File: config.mk
export PLATFORM = sky130hd
export DESIGN_NAME = demux_n_1_2_flat
export DESIGN_NICKNAME = d
export VERILOG_FILES = /design/src/rtl/demux_n_1_2_if.sv /design/src/rtl/demux_n_1_2.sv /design/src/flat_wrapper.sv
export SDC_FILE = /design/constraint.sdc
export NUM_CORES = 1
export LEC_CHECK = 0
export CAP_MARGIN = 20
export CORE_MARGIN = 4
export CORE_UTILIZATION = 60
export DETAILED_ROUTE_END_ITERATION = 16
export DONT_BUFFER_PORTS = 1
export PLACE_DENSITY = 0.74
export SETUP_SLACK_MARGIN = 0.4
export SYNTH_ARGS = -nofsm -noshare
export SYNTH_HDL_FRONTEND = slang
export SYNTH_SLANG_ARGS = --single-unit
export TNS_END_PERCENT = 10
File: constraint.sdc
create_clock -name clk -period 1.97 [get_ports clk]
set_input_delay 0.197 -clock clk [delete_from_list [all_inputs] [get_ports clk]]
set_output_delay 0.197 -clock clk [all_outputs]
set_load 0.01 [all_outputs]
File: src/rtl/demux_n_1_2_if.sv
// Stream bundle for the 1-to-2 demultiplexer: one producer-side stream,
// two consumer-side streams and the per-output transfer counters.
interface demux_n_1_2_if #(
  parameter int N  = 8,
  parameter int CW = 16
);
  logic [N-1:0]  in_0;
  logic          sel;
  logic          in_valid;
  logic          in_ready;
  logic [N-1:0]  out_y_0;
  logic          out_valid_0;
  logic          out_ready_0;
  logic [N-1:0]  out_y_1;
  logic          out_valid_1;
  logic          out_ready_1;
  logic [CW-1:0] xfer_cnt_0;
  logic [CW-1:0] xfer_cnt_1;

  modport slave (
    input  in_0, sel, in_valid, out_ready_0, out_ready_1,
    output in_ready, out_y_0, out_valid_0, out_y_1, out_valid_1,
           xfer_cnt_0, xfer_cnt_1
  );

  modport master (
    output in_0, sel, in_valid, out_ready_0, out_ready_1,
    input  in_ready, out_y_0, out_valid_0, out_y_1, out_valid_1,
           xfer_cnt_0, xfer_cnt_1
  );
endinterface

File: src/rtl/demux_n_1_2.sv
// 1-to-2 valid/ready stream demultiplexer; each output has a 2-entry FIFO
// and a wrapping handshake counter. Outputs come straight from registers.
module demux_n_1_2 #(
  parameter int N  = 8,
  parameter int CW = 16
) (
  input  logic          clk,
  input  logic          rst_n,
  demux_n_1_2_if.slave  bus
);

  logic [1:0]    push;
  logic [1:0]    out_ready_w;
  logic [1:0]    full_w;
  logic [1:0]    valid_w;
  logic          in_ready_w;
  logic [N-1:0]  head_w [2];
  logic [CW-1:0] xfer_w [2];

  assign out_ready_w = {bus.out_ready_1, bus.out_ready_0};

  // Readiness looks only at the selected buffer's registered occupancy.
  assign in_ready_w   = bus.sel ? !full_w[1] : !full_w[0];
  assign bus.in_ready = in_ready_w;
  assign push[0]      = bus.in_valid && in_ready_w && !bus.sel;
  assign push[1]      = bus.in_valid && in_ready_w &&  bus.sel;

  genvar gi;
  generate
    for (gi = 0; gi < 2; gi++) begin : g_buf
      logic [N-1:0]  mem_q [2];
      logic          rd_ptr_q, rd_ptr_d;
      logic [1:0]    cnt_q, cnt_d;
      logic [CW-1:0] xfer_q, xfer_d;
      logic          pop;
      logic          wr_ptr;

      assign pop = (cnt_q != 2'd0) && out_ready_w[gi];
      // A push only happens with cnt 0 or 1, so the low count bit picks the free slot.
      assign wr_ptr = rd_ptr_q ^ cnt_q[0];

      always_comb begin
        cnt_d    = cnt_q;
        rd_ptr_d = rd_ptr_q;
        xfer_d   = xfer_q;
        if (pop) begin
          rd_ptr_d = ~rd_ptr_q;
          xfer_d   = xfer_q + CW'(1);
        end
        case ({push[gi], pop})
          2'b10:   cnt_d = cnt_q + 2'd1;
          2'b01:   cnt_d = cnt_q - 2'd1;
          default: cnt_d = cnt_q;
        endcase
      end

      always_ff @(posedge clk or negedge rst_n) begin
        if (!rst_n) begin
          mem_q[0] <= '0;
          mem_q[1] <= '0;
          rd_ptr_q <= 1'b0;
          cnt_q    <= 2'd0;
          xfer_q   <= '0;
        end else begin
          rd_ptr_q <= rd_ptr_d;
          cnt_q    <= cnt_d;
          xfer_q   <= xfer_d;
          if (push[gi]) begin
            mem_q[wr_ptr] <= bus.in_0;
          end
        end
      end

      assign head_w[gi]  = mem_q[rd_ptr_q];
      assign valid_w[gi] = (cnt_q != 2'd0);
      assign full_w[gi]  = (cnt_q == 2'd2);
      assign xfer_w[gi]  = xfer_q;
    end
  endgenerate

  assign bus.out_y_0     = head_w[0];
  assign bus.out_y_1     = head_w[1];
  assign bus.out_valid_0 = valid_w[0];
  assign bus.out_valid_1 = valid_w[1];
  assign bus.xfer_cnt_0  = xfer_w[0];
  assign bus.xfer_cnt_1  = xfer_w[1];

endmodule
File: src/flat_wrapper.sv
// flat-port wrapper written by rule: the top's interface ports become plain ports
module demux_n_1_2_flat 
#(
  parameter int N  = 8,
  parameter int CW = 16
)
  (clk, rst_n, bus_in_0, bus_sel, bus_in_valid, bus_out_ready_0, bus_out_ready_1, bus_in_ready, bus_out_y_0, bus_out_valid_0, bus_out_y_1, bus_out_valid_1, bus_xfer_cnt_0, bus_xfer_cnt_1);
  demux_n_1_2_if #(.N(N), .CW(CW)) bus_i ();
  input  logic clk;
  input  logic rst_n;
  input wire logic [$bits(bus_i.in_0)-1:0] bus_in_0;
  input wire logic [$bits(bus_i.sel)-1:0] bus_sel;
  input wire logic [$bits(bus_i.in_valid)-1:0] bus_in_valid;
  input wire logic [$bits(bus_i.out_ready_0)-1:0] bus_out_ready_0;
  input wire logic [$bits(bus_i.out_ready_1)-1:0] bus_out_ready_1;
  output wire logic [$bits(bus_i.in_ready)-1:0] bus_in_ready;
  output wire logic [$bits(bus_i.out_y_0)-1:0] bus_out_y_0;
  output wire logic [$bits(bus_i.out_valid_0)-1:0] bus_out_valid_0;
  output wire logic [$bits(bus_i.out_y_1)-1:0] bus_out_y_1;
  output wire logic [$bits(bus_i.out_valid_1)-1:0] bus_out_valid_1;
  output wire logic [$bits(bus_i.xfer_cnt_0)-1:0] bus_xfer_cnt_0;
  output wire logic [$bits(bus_i.xfer_cnt_1)-1:0] bus_xfer_cnt_1;
  assign bus_i.in_0 = bus_in_0;
  assign bus_i.sel = bus_sel;
  assign bus_i.in_valid = bus_in_valid;
  assign bus_i.out_ready_0 = bus_out_ready_0;
  assign bus_i.out_ready_1 = bus_out_ready_1;
  assign bus_in_ready = bus_i.in_ready;
  assign bus_out_y_0 = bus_i.out_y_0;
  assign bus_out_valid_0 = bus_i.out_valid_0;
  assign bus_out_y_1 = bus_i.out_y_1;
  assign bus_out_valid_1 = bus_i.out_valid_1;
  assign bus_xfer_cnt_0 = bus_i.xfer_cnt_0;
  assign bus_xfer_cnt_1 = bus_i.xfer_cnt_1;
  demux_n_1_2 #(.N(N), .CW(CW)) u_core (.clk(clk), .rst_n(rst_n), .bus(bus_i));
endmodule
; Word-level counts from Yosys, hierarchy flattened
; Cells that the tools add are included.
[totals]
ff_bits = 70
latch_bits = 0
mem_bits_rw = 0
romBits = 0
out_inout_bits = 51
elab_cells = 65
mem_count = 0
[op_classes]
n_addsub = 6
multipliers = 0
n_div = 0
n_lt_le_gt_ge = 6
n_eq_ne = 6
n_shift = 0
n_mux = 15
bitwise = 8
n_reduce_logical = 14
[op_table]
columns = op, n
row1 = 2-to-1 mux 8 bit, 8
row2 = "adder 16 x 1 -> 16 bit, second input constant", 2
row3 = bitwise mux 16 bit, 2
row4 = demux 8 bit (select 1 bit), 2
row5 = "equality test 2 bit, second input constant", 4
row6 = ">= comparator 2 bit, second input constant", 4
row7 = NOT 1 -> 2 bit, 4
row8 = one-hot mux 2 bit (2 select lines), 2
row9 = nonzero test 2 bit, 4
row10 = logical AND 1 bit, 7
row11 = "adder 2 x 1 -> 2 bit, second input constant", 2
row12 = "equality test 2 x 1 -> 1 bit, second input constant", 2
row13 = "less-than comparator 2 x 1 -> 1 bit, second input constant", 2
row14 = "subtractor 2 x 1 -> 2 bit, second input constant", 2
row15 = zero test 1 bit, 3
row16 = NOT 1 bit, 2
row17 = bitwise XOR 1 bit, 2
row18 = 2-to-1 mux 1 bit, 1

; Longest topological paths before layout
; Gate-level depths: netlist of run 1.
[logic_depth]
word_depth = 7
mapped_depth = 8
mapped_depth_nobuf = 7

; Least setup slack after synthesis of run 1
; Ideal clock, no wire load.
[synth_path]
path_type = reg-to-reg
startpoint = register u_core.g_buf[0].cnt_q[0]
endpoint = register u_core.g_buf[0].cnt_q[1]
arrival_ns = 1.464
t_required_ns = 1.844
path_slack_ns = 0.380
path_stages_with_launch = 8
synth_period_minus_slack_ns = 1.590
path_cell_list = dfrtp_1 > buf_2 > o21ai_2 > inv_2 > ha_1 > xnor2_1 > nor2_1 > xor2_1
[synth_between]
elab_cells_between_ends = 13
[synth_rtl]
columns = element, line_no
row1 = start: declaration, demux_n_1_2.sv:33  ; logic [1:0] cnt_q, cnt_d;
row2 = start signal: assignment, demux_n_1_2.sv:66  ; cnt_q <= cnt_d;
row3 = nonzero test 2 bit (*), demux_n_1_2.sv:38  ; assign pop = (cnt_q != 2'd0) && out_ready_w[gi];
row4 = logical AND 1 bit (*), demux_n_1_2.sv:38
row5 = named net u_core.g_buf[0].pop, demux_n_1_2.sv:35  ; logic pop;
row6 = equality test 2 x 1 -> 1 bit or equality test 2 bit (tied branches), demux_n_1_2.sv:50  ; case ({push[gi], pop})
row7 = one-hot mux 2 bit (2 select lines) or nonzero test 2 bit (tied branches), -
; The timed path passes the listed nets; every way through them passes the cells marked *.
; A chain may end at the register's enable or synchronous reset.

; Final worst setup path of run 1
[layout_path]
startpoint = register u_core.g_buf[0].cnt_q[1]
endpoint = register u_core.g_buf[0].cnt_q[1]
; The elaborated chain is that of the path after synthesis.

==> results of run 1 <==
## timing repair
| action | in CTS | in global routing |
|---|---|---|
| pin swaps | 1 | 0 |
| hold buffers | 8 | 5 |
| endpoints found under the setup margin | 35 | 55 |
| setup buffers | 2 | 0 |
| resized for setup | 17 | 6 |
| cloned | 0 | 0 |
| endpoints found under the hold margin | 89 | 77 |
## sequential cells by signal, indices dropped and copies added, names as in the netlist
register               cells
u_core.bus.xfer_cnt_0     16
u_core.g_buf.rd_ptr_q      2
u_core.bus.xfer_cnt_1     16
u_core.g_buf.mem_q        32
u_core.g_buf.cnt_q         4
## path summary, 6_finish.rpt
path	to	slack (ns)	depth (start not counted)
setup / recovery	u_core.g_buf[0].cnt_q[1]$_DFFE_PN0P_	0.36	5
hold / removal	u_core.g_buf[1].mem_q[10]$_DFFE_PN0P_	-0.45	0
setup reg to reg	u_core.g_buf[0].cnt_q[1]$_DFFE_PN0P_	0.36	5
hold reg to reg	u_core.g_buf[0].mem_q[8]$_DFFE_PN0P_	0.49	1
max in group asynchronous	u_core.bus.xfer_cnt_0[0]$_DFFE_PN0P_	2.29	0
min in group clk	u_core.g_buf[1].mem_q[11]$_DFFE_PN0P_	0.01	1
## through the flow
step	power [mW]	cell area (um2)
2_1_floorplan	3.930	3229
3_3_place_gp	4.199	3304
3_5_place_dp	4.277	3304
4_1_cts	5.414	3600
5_1_grt	5.722	3674
6_report	5.382	3674
## power by group through the flow
stage,registers [mW],logic (mW),clock network (mW)
6_report,2.54,1.91,0.935
5_1_grt,2.63,2.07,1.02
4_1_cts,2.54,1.92,0.952
3_5_place_dp,2.55,1.73,0
3_3_place_gp,2.51,1.69,0
2_1_floorplan,2.34,1.59,0
## final cells by class
| cell class | count | area share |
|---|---|---|
| timing repair buffer | 19 | 0.04768 |
| sequential | 70 | 0.4792 |
| clock buffer | 13 | 0.03781 |
| tap | 70 | 0.02384 |
| multi-input combinational | 164 | 0.4036 |
| inverter | 5 | 0.005109 |
| clock inverter | 2 | 0.002725 |
## cell families (layout without fill, tap and decap cells)
| logic type | count (synthesis) | in the layout | share of synthesized area |
|---|---|---|---|
| compound gates | 8 | 8 | 0.01670 |
| mux | 51 | 51 | 0.1907 |
| flops | 70 | 70 | 0.5437 |
| simple gates | 63 | 63 | 0.1111 |
| fa+ha+maj | 4 | 4 | 0.01553 |
| xor+xnor | 38 | 38 | 0.1033 |
| buf+inv | 11 | 39 | 0.01903 |
## per-layer routing
layer / wire (um) / track usage / part of all wire
met5: 0 / 0 / 0
met4: 99 / 0.08615 / 0.016
met1: 2712 / 0.2599 / 0.44
met2: 2902 / 0.3103 / 0.47
met3: 400 / 0.07206 / 0.065
## placed cells by master (no fill, tap or decap), types with 2 or more instances in the layout
master and n:
nand4_1 7, mux2_1 16, mux2_2 17, nor2b_1 2, mux2_4 16, dfrtp_2 7, nor2_1 8, clkinv_2 2
and3_1 5, dfrtp_1 63, nor4_4 2, a21oi_1 2, clkbuf_1 4, xor2_1 9, inv_1 3, nand3_1 14
or2_4 2, buf_4 6, clkbuf_8 9, nand2_1 13, inv_2 2, ha_1 4, xnor2_1 29, dlygate4sd3_1 13
nor3_2 2, nor3_1 3
==> reports/results.ini, run 1 <==
[finish]
syn2layout_area_growth_pct = 14.02
regArea_um2 = 1760
instances_no_fill = 343
fillers = 359
drive_gt1_frac = 0.2674
fin_nets = 287
diodes = 0
multiInputGateArea_um2 = 1483
final_core_utilization = 0.7102

[yosys]
yosys-top-cells-count = 70 x dfrtp_1, 29 x xnor2_1, 24 x mux2_1
ys_async_sr_fraction = 1.000
synth-seq-cells = 70
synth_most_common_cell = dfrtp_1
synth_top_area_frac = 0.5437
syn_area_per_cell_um2 = 13.15
yosysSeqAreaShare = 0.5437
synth_area_um2 = 3222
ys_warn_count = 0
synthCells = 245
netlist.top_cell.by_area = dfrtp_1
synth_ff_type = dfrtp_1
yosysUniqueCellTypes = 35
synth_area_leaders = dfrtp_1 54%, mux2_1 8.4%, xnor2_1 7.9%
synth_fp_nets = 263
synth_edf_count = 0

[sta]
maxSlewViolCount = 0
max_clock_freq_mhz = 621.7
layout_min_cycle_time_ns = 1.609
finalHoldViolCount = 70
slew-limit-headroom = 0.7316
rsz0062_at_grt = true
final-setup-viol-count = 0
fin_skew_ns = 0.005129
tightest_slew_ns = 0.4011
setup_ws_ns = 0.3614
holdWs_ns = -0.4460
fin_crit_sh = 0.8165
fin_tns_setup_ns = 0

[placed_design]
gp_congestion = 0.7028
place_inst = 313
io_buffers = 0
dp_slack_ns = 0.2768
place_hpwl_um = 4119

[global_routing]
grt-ovfl-total = 0
grt_start_max_net_pins = 71
grt_pass1_wl_um = 9963
grt_use_total = 0.2025
grt_pass1_vias = 2003
antenna_found_initial = 0

[route]
drt-initial-drc-count = 64
detail-route-antenna-nets = 0
drc = 0
viasPerCell = 5.618
avgRoutedWirePerCell_um = 17.83
dr.pass1.iters = 4
vias = 1927
routed_wl_um = 6115

[critical_path]
crit_slowest_cell = dfrtp_2
crit_path_max_incr_delay_ns = 0.44
path_buf_inv = 1
r2r-start = u_core.g_buf[0].cnt_q[1]$_DFFE_PN0P_
cp-end-kind = flip-flop
crit_arrival_ns = 1.86
crit_type = reg2reg
startpoint = u_core.g_buf[0].cnt_q[1]$_DFFE_PN0P_
path_max_fanout = 9
worstPathCellList = o21ai_4 -> inv_2 -> ha_1 -> nor2_1 -> xor2_1
critPathTopFamily = flip-flops
crit_required_ns = 2.22
critPathLaunchType = flip-flop

[die]
die_area_um2 = 6606
fp-row-count = 26
start_util = 0.6229
die_h_um = 81.28
io_pins = 65
die_w_um = 81.28
core_area_um2 = 5172

[power]
power_density_nw_per_um2 = 1465
switching_share = 0.3524
clkPwrFrac = 0.174
p_seq_frac = 0.472
internal_power_mw = 3.485
ir_drop_uv = 753.1
combPwrFrac = 0.354
power.leakage_nw = 1.658
p_switching_mw = 1.897

[run]
maxCapViolCount = 0

[cts]
cts_htree_levels = 3
cts_root_buf = clkbuf_8
numCtsBuffers = 9
clock_sinks = 70
cts_tree = yes
cts.clk_slew.worst_paths_ns = 0.07
clock_latency_ns = 0.33
cts_buffer_depth = 2

[status]
violations = negative hold slack
status = finished, violations left

[worst_hold_path]
worstHoldPathType = in2async

(Power assumes the default switching activity.)
==> run 2, diff against run 1 <==
- clock period: 1.97 -> 1.6 ns (I/O delays scaled with it)
==> reports/results.ini, run 2 (synthesis gave the netlist of run 1 again) <==
[global_routing]
grt-ovfl-total = 0  ; unchanged
grt_use_total = 0.2030  ; +0.0005230
grt-busiest-layer = met2
use_met3 = 0.07317  ; +0.001109
gr-usage-met1 = 0.2498  ; -0.01004
antenna_found_initial = 0  ; unchanged
grt_start_max_net_pins = 71  ; unchanged
met2_usage = 0.3274  ; +0.01710
grt_pass1_vias = 2070  ; +3.3%
grt_pass1_wl_um = 10010  ; +0.48%

[route]
dr.pass1.iters = 4  ; unchanged
vias = 2047  ; +6.2%
drc = 0  ; unchanged
routed_wl_um = 6536  ; +6.9%
avgRoutedWirePerCell_um = 17.96  ; +0.72%
detail-route-antenna-nets = 0  ; unchanged
drt-initial-drc-count = 45  ; -30%
viasPerCell = 5.624  ; about the same

[sta]
holdWs_ns = -0.4933  ; -0.04725 ns
slew-limit-headroom = 0.7878  ; +0.05622
fin_tns_setup_ns = 0  ; unchanged
layout_min_cycle_time_ns = 1.566  ; -0.04271 ns
rsz0062_at_grt = true
finalHoldViolCount = 70  ; unchanged
tightest_slew_ns = 0.3175  ; -0.08356 ns
fin_crit_sh = 0.9787  ; +0.1621
max_clock_freq_mhz = 638.6  ; +2.7%
setup_ws_ns = 0.03415  ; -0.3273 ns
maxSlewViolCount = 0  ; unchanged
final-setup-viol-count = 0  ; unchanged
fin_skew_ns = 0.01075  ; +0.005621 ns

[critical_path]
crit_required_ns = 1.81  ; -0.41 ns
cp-end-kind = flip-flop
crit_arrival_ns = 1.78  ; -0.08 ns
crit_type = reg2reg
crit_path_max_incr_delay_ns = 0.44  ; about the same
r2r_slack_ns = 0.03  ; -0.33 ns
critPathTopFamily = flip-flops
r2r-end = u_core.g_buf[0].mem_q[12]$_DFFE_PN0P_
path_max_fanout = 6  ; -3
critPathLaunchType = flip-flop
cp.depth = 5  ; unchanged
reg2reg_depth = 5  ; unchanged
path_buf_inv = 1  ; unchanged
crit_slowest_cell = dfrtp_2
r2r-start = u_core.g_buf[0].cnt_q[1]$_DFFE_PN0P_
worstPathCellList = nor3_1 -> a21oi_1 -> nor2b_1 -> buf_4 -> mux2_1

[finish]
mostFrequentLayoutCells = 62 x dfrtp_1, 26 x xnor2_1, 25 x buf_4
drive_gt1_frac = 0.3946  ; +0.1272
fin_nets = 307  ; +7.0%
final_core_utilization = 0.7968  ; +0.08660
final_area_um2 = 4121  ; +12%
mostFrequentLayoutCell = dfrtp_1
diodes = 0  ; unchanged
largest-register = u_core.g_buf.mem_q
largest_register_ffs = 32  ; unchanged
syn2layout_area_growth_pct = 27.92

[placed_design]
io_buffers = 0  ; unchanged
dp_slack_ns = 0.06105  ; -0.2158 ns
place_hpwl_um = 4131  ; +0.30%
place_area_um2 = 3481  ; +5.3%
gp_congestion = 0.7494  ; +6.6%

[die]
die_h_um = 81.28  ; unchanged
die_area_um2 = 6606  ; unchanged
core_area_um2 = 5172  ; unchanged
start_util = 0.6229  ; unchanged
die_w_um = 81.28  ; unchanged
fp-row-count = 26  ; unchanged
io_pins = 65  ; unchanged

[worst_hold_path]
worstHoldPathType = in2async

[cts]
postCtsHoldBufs = 8  ; unchanged
clock_latency_ns = 0.34  ; about the same
cts_tree = yes
cts_htree_levels = 3  ; unchanged
cts_root_buf = clkbuf_8
cts.clk_slew.worst_paths_ns = 0.08  ; about the same
numCtsBuffers = 9  ; unchanged
cts_buffer_depth = 2  ; unchanged
clock_sinks = 70  ; unchanged

[power]
power_density_nw_per_um2 = 1979  ; +35%
power.leakage_nw = 1.846  ; +11%
power.total_mw = 8.156  ; +52%
ir_drop_uv = 1502  ; +100%

[run]
maxCapViolCount = 0  ; unchanged

[status]
violations = negative hold slack
status = finished, violations left

## run 2: cell count changes in the layout (fill, tap and decap cells not counted), moves of 4 or more
cell,delta
mux2_2,-14
mux2_1,+7
dlygate4sd3_1,-5
nor2_1,-4
nand3_1,-4
buf_6,+5
bufinv_16,+4
ha_1,-4
buf_4,+19
nor2_4,+4
mux2_4,+7
## run 2: cell type report
type / instances / area (um2)
fillers: 279 / 1051
clock inverters: 6 / 133.9
inverters: 5 / 18.77
clock buffers: 10 / 127.6
repair buffers: 39 / 344.1
multi-input cells: 164 / 1648
well taps: 70 / 87.58
flip-flops and latches: 70 / 1762
## run 2: through the flow
stage	instances	hold slack [ns]
2_1_floorplan	245	-0.1356
3_3_place_gp	336	-0.1340
3_5_place_dp	336	-0.1341
4_1_cts	362	-0.5124
5_1_grt	364	-0.5278
6_report	364	-0.4933
## run 2: how the worst max path moves through the flow
| stage | to | start | slack [ns] |
|---|---|---|---|
| 3_3_place_gp | u_core.g_buf[0].mem_q[0]$_DFFE_PN0P_ | u_core.g_buf[0].cnt_q[1]$_DFFE_PN0P_ | 0.09 |
| 2_1_floorplan | u_core.g_buf[1].mem_q[0]$_DFFE_PN0P_ | u_core.g_buf[1].cnt_q[1]$_DFFE_PN0P_ | 0.09 |
| 6_report | u_core.g_buf[0].mem_q[12]$_DFFE_PN0P_ | u_core.g_buf[0].cnt_q[1]$_DFFE_PN0P_ | 0.03 |
| 3_5_place_dp | u_core.g_buf[0].mem_q[6]$_DFFE_PN0P_ | u_core.g_buf[0].cnt_q[1]$_DFFE_PN0P_ | 0.06 |
| 4_1_cts | u_core.g_buf[0].mem_q[6]$_DFFE_PN0P_ | u_core.g_buf[0].cnt_q[1]$_DFFE_PN0P_ | 0.07 |
| 5_1_grt | u_core.g_buf[0].mem_q[12]$_DFFE_PN0P_ | u_core.g_buf[0].cnt_q[1]$_DFFE_PN0P_ | -0.05 |
## run 2: where the power goes
part | internal [mW] | switching [mW] | total (mW) | leakage [nW]
Clock | 1.19 | 0.666 | 1.86 | 0.130
Sequential | 2.44 | 0.520 | 2.96 | 0.863
Combinational | 1.84 | 1.50 | 3.34 | 0.853
## run 2: routing by layer
metal / part of all wire / vias up
met1: 0.41 / 1042
met4: 0.012 / 0
met2: 0.52 / 47
li1: - / 952
met5: 0 / -
met3: 0.057 / 6
## run 2: timing repair
action / in CTS / in global routing
hold endpoints to repair: 102 / 70
setup buffers: 2 / 2
setup endpoints to repair: 80 / 81
pin swaps: 0 / 50
resized for setup: 7 / 56
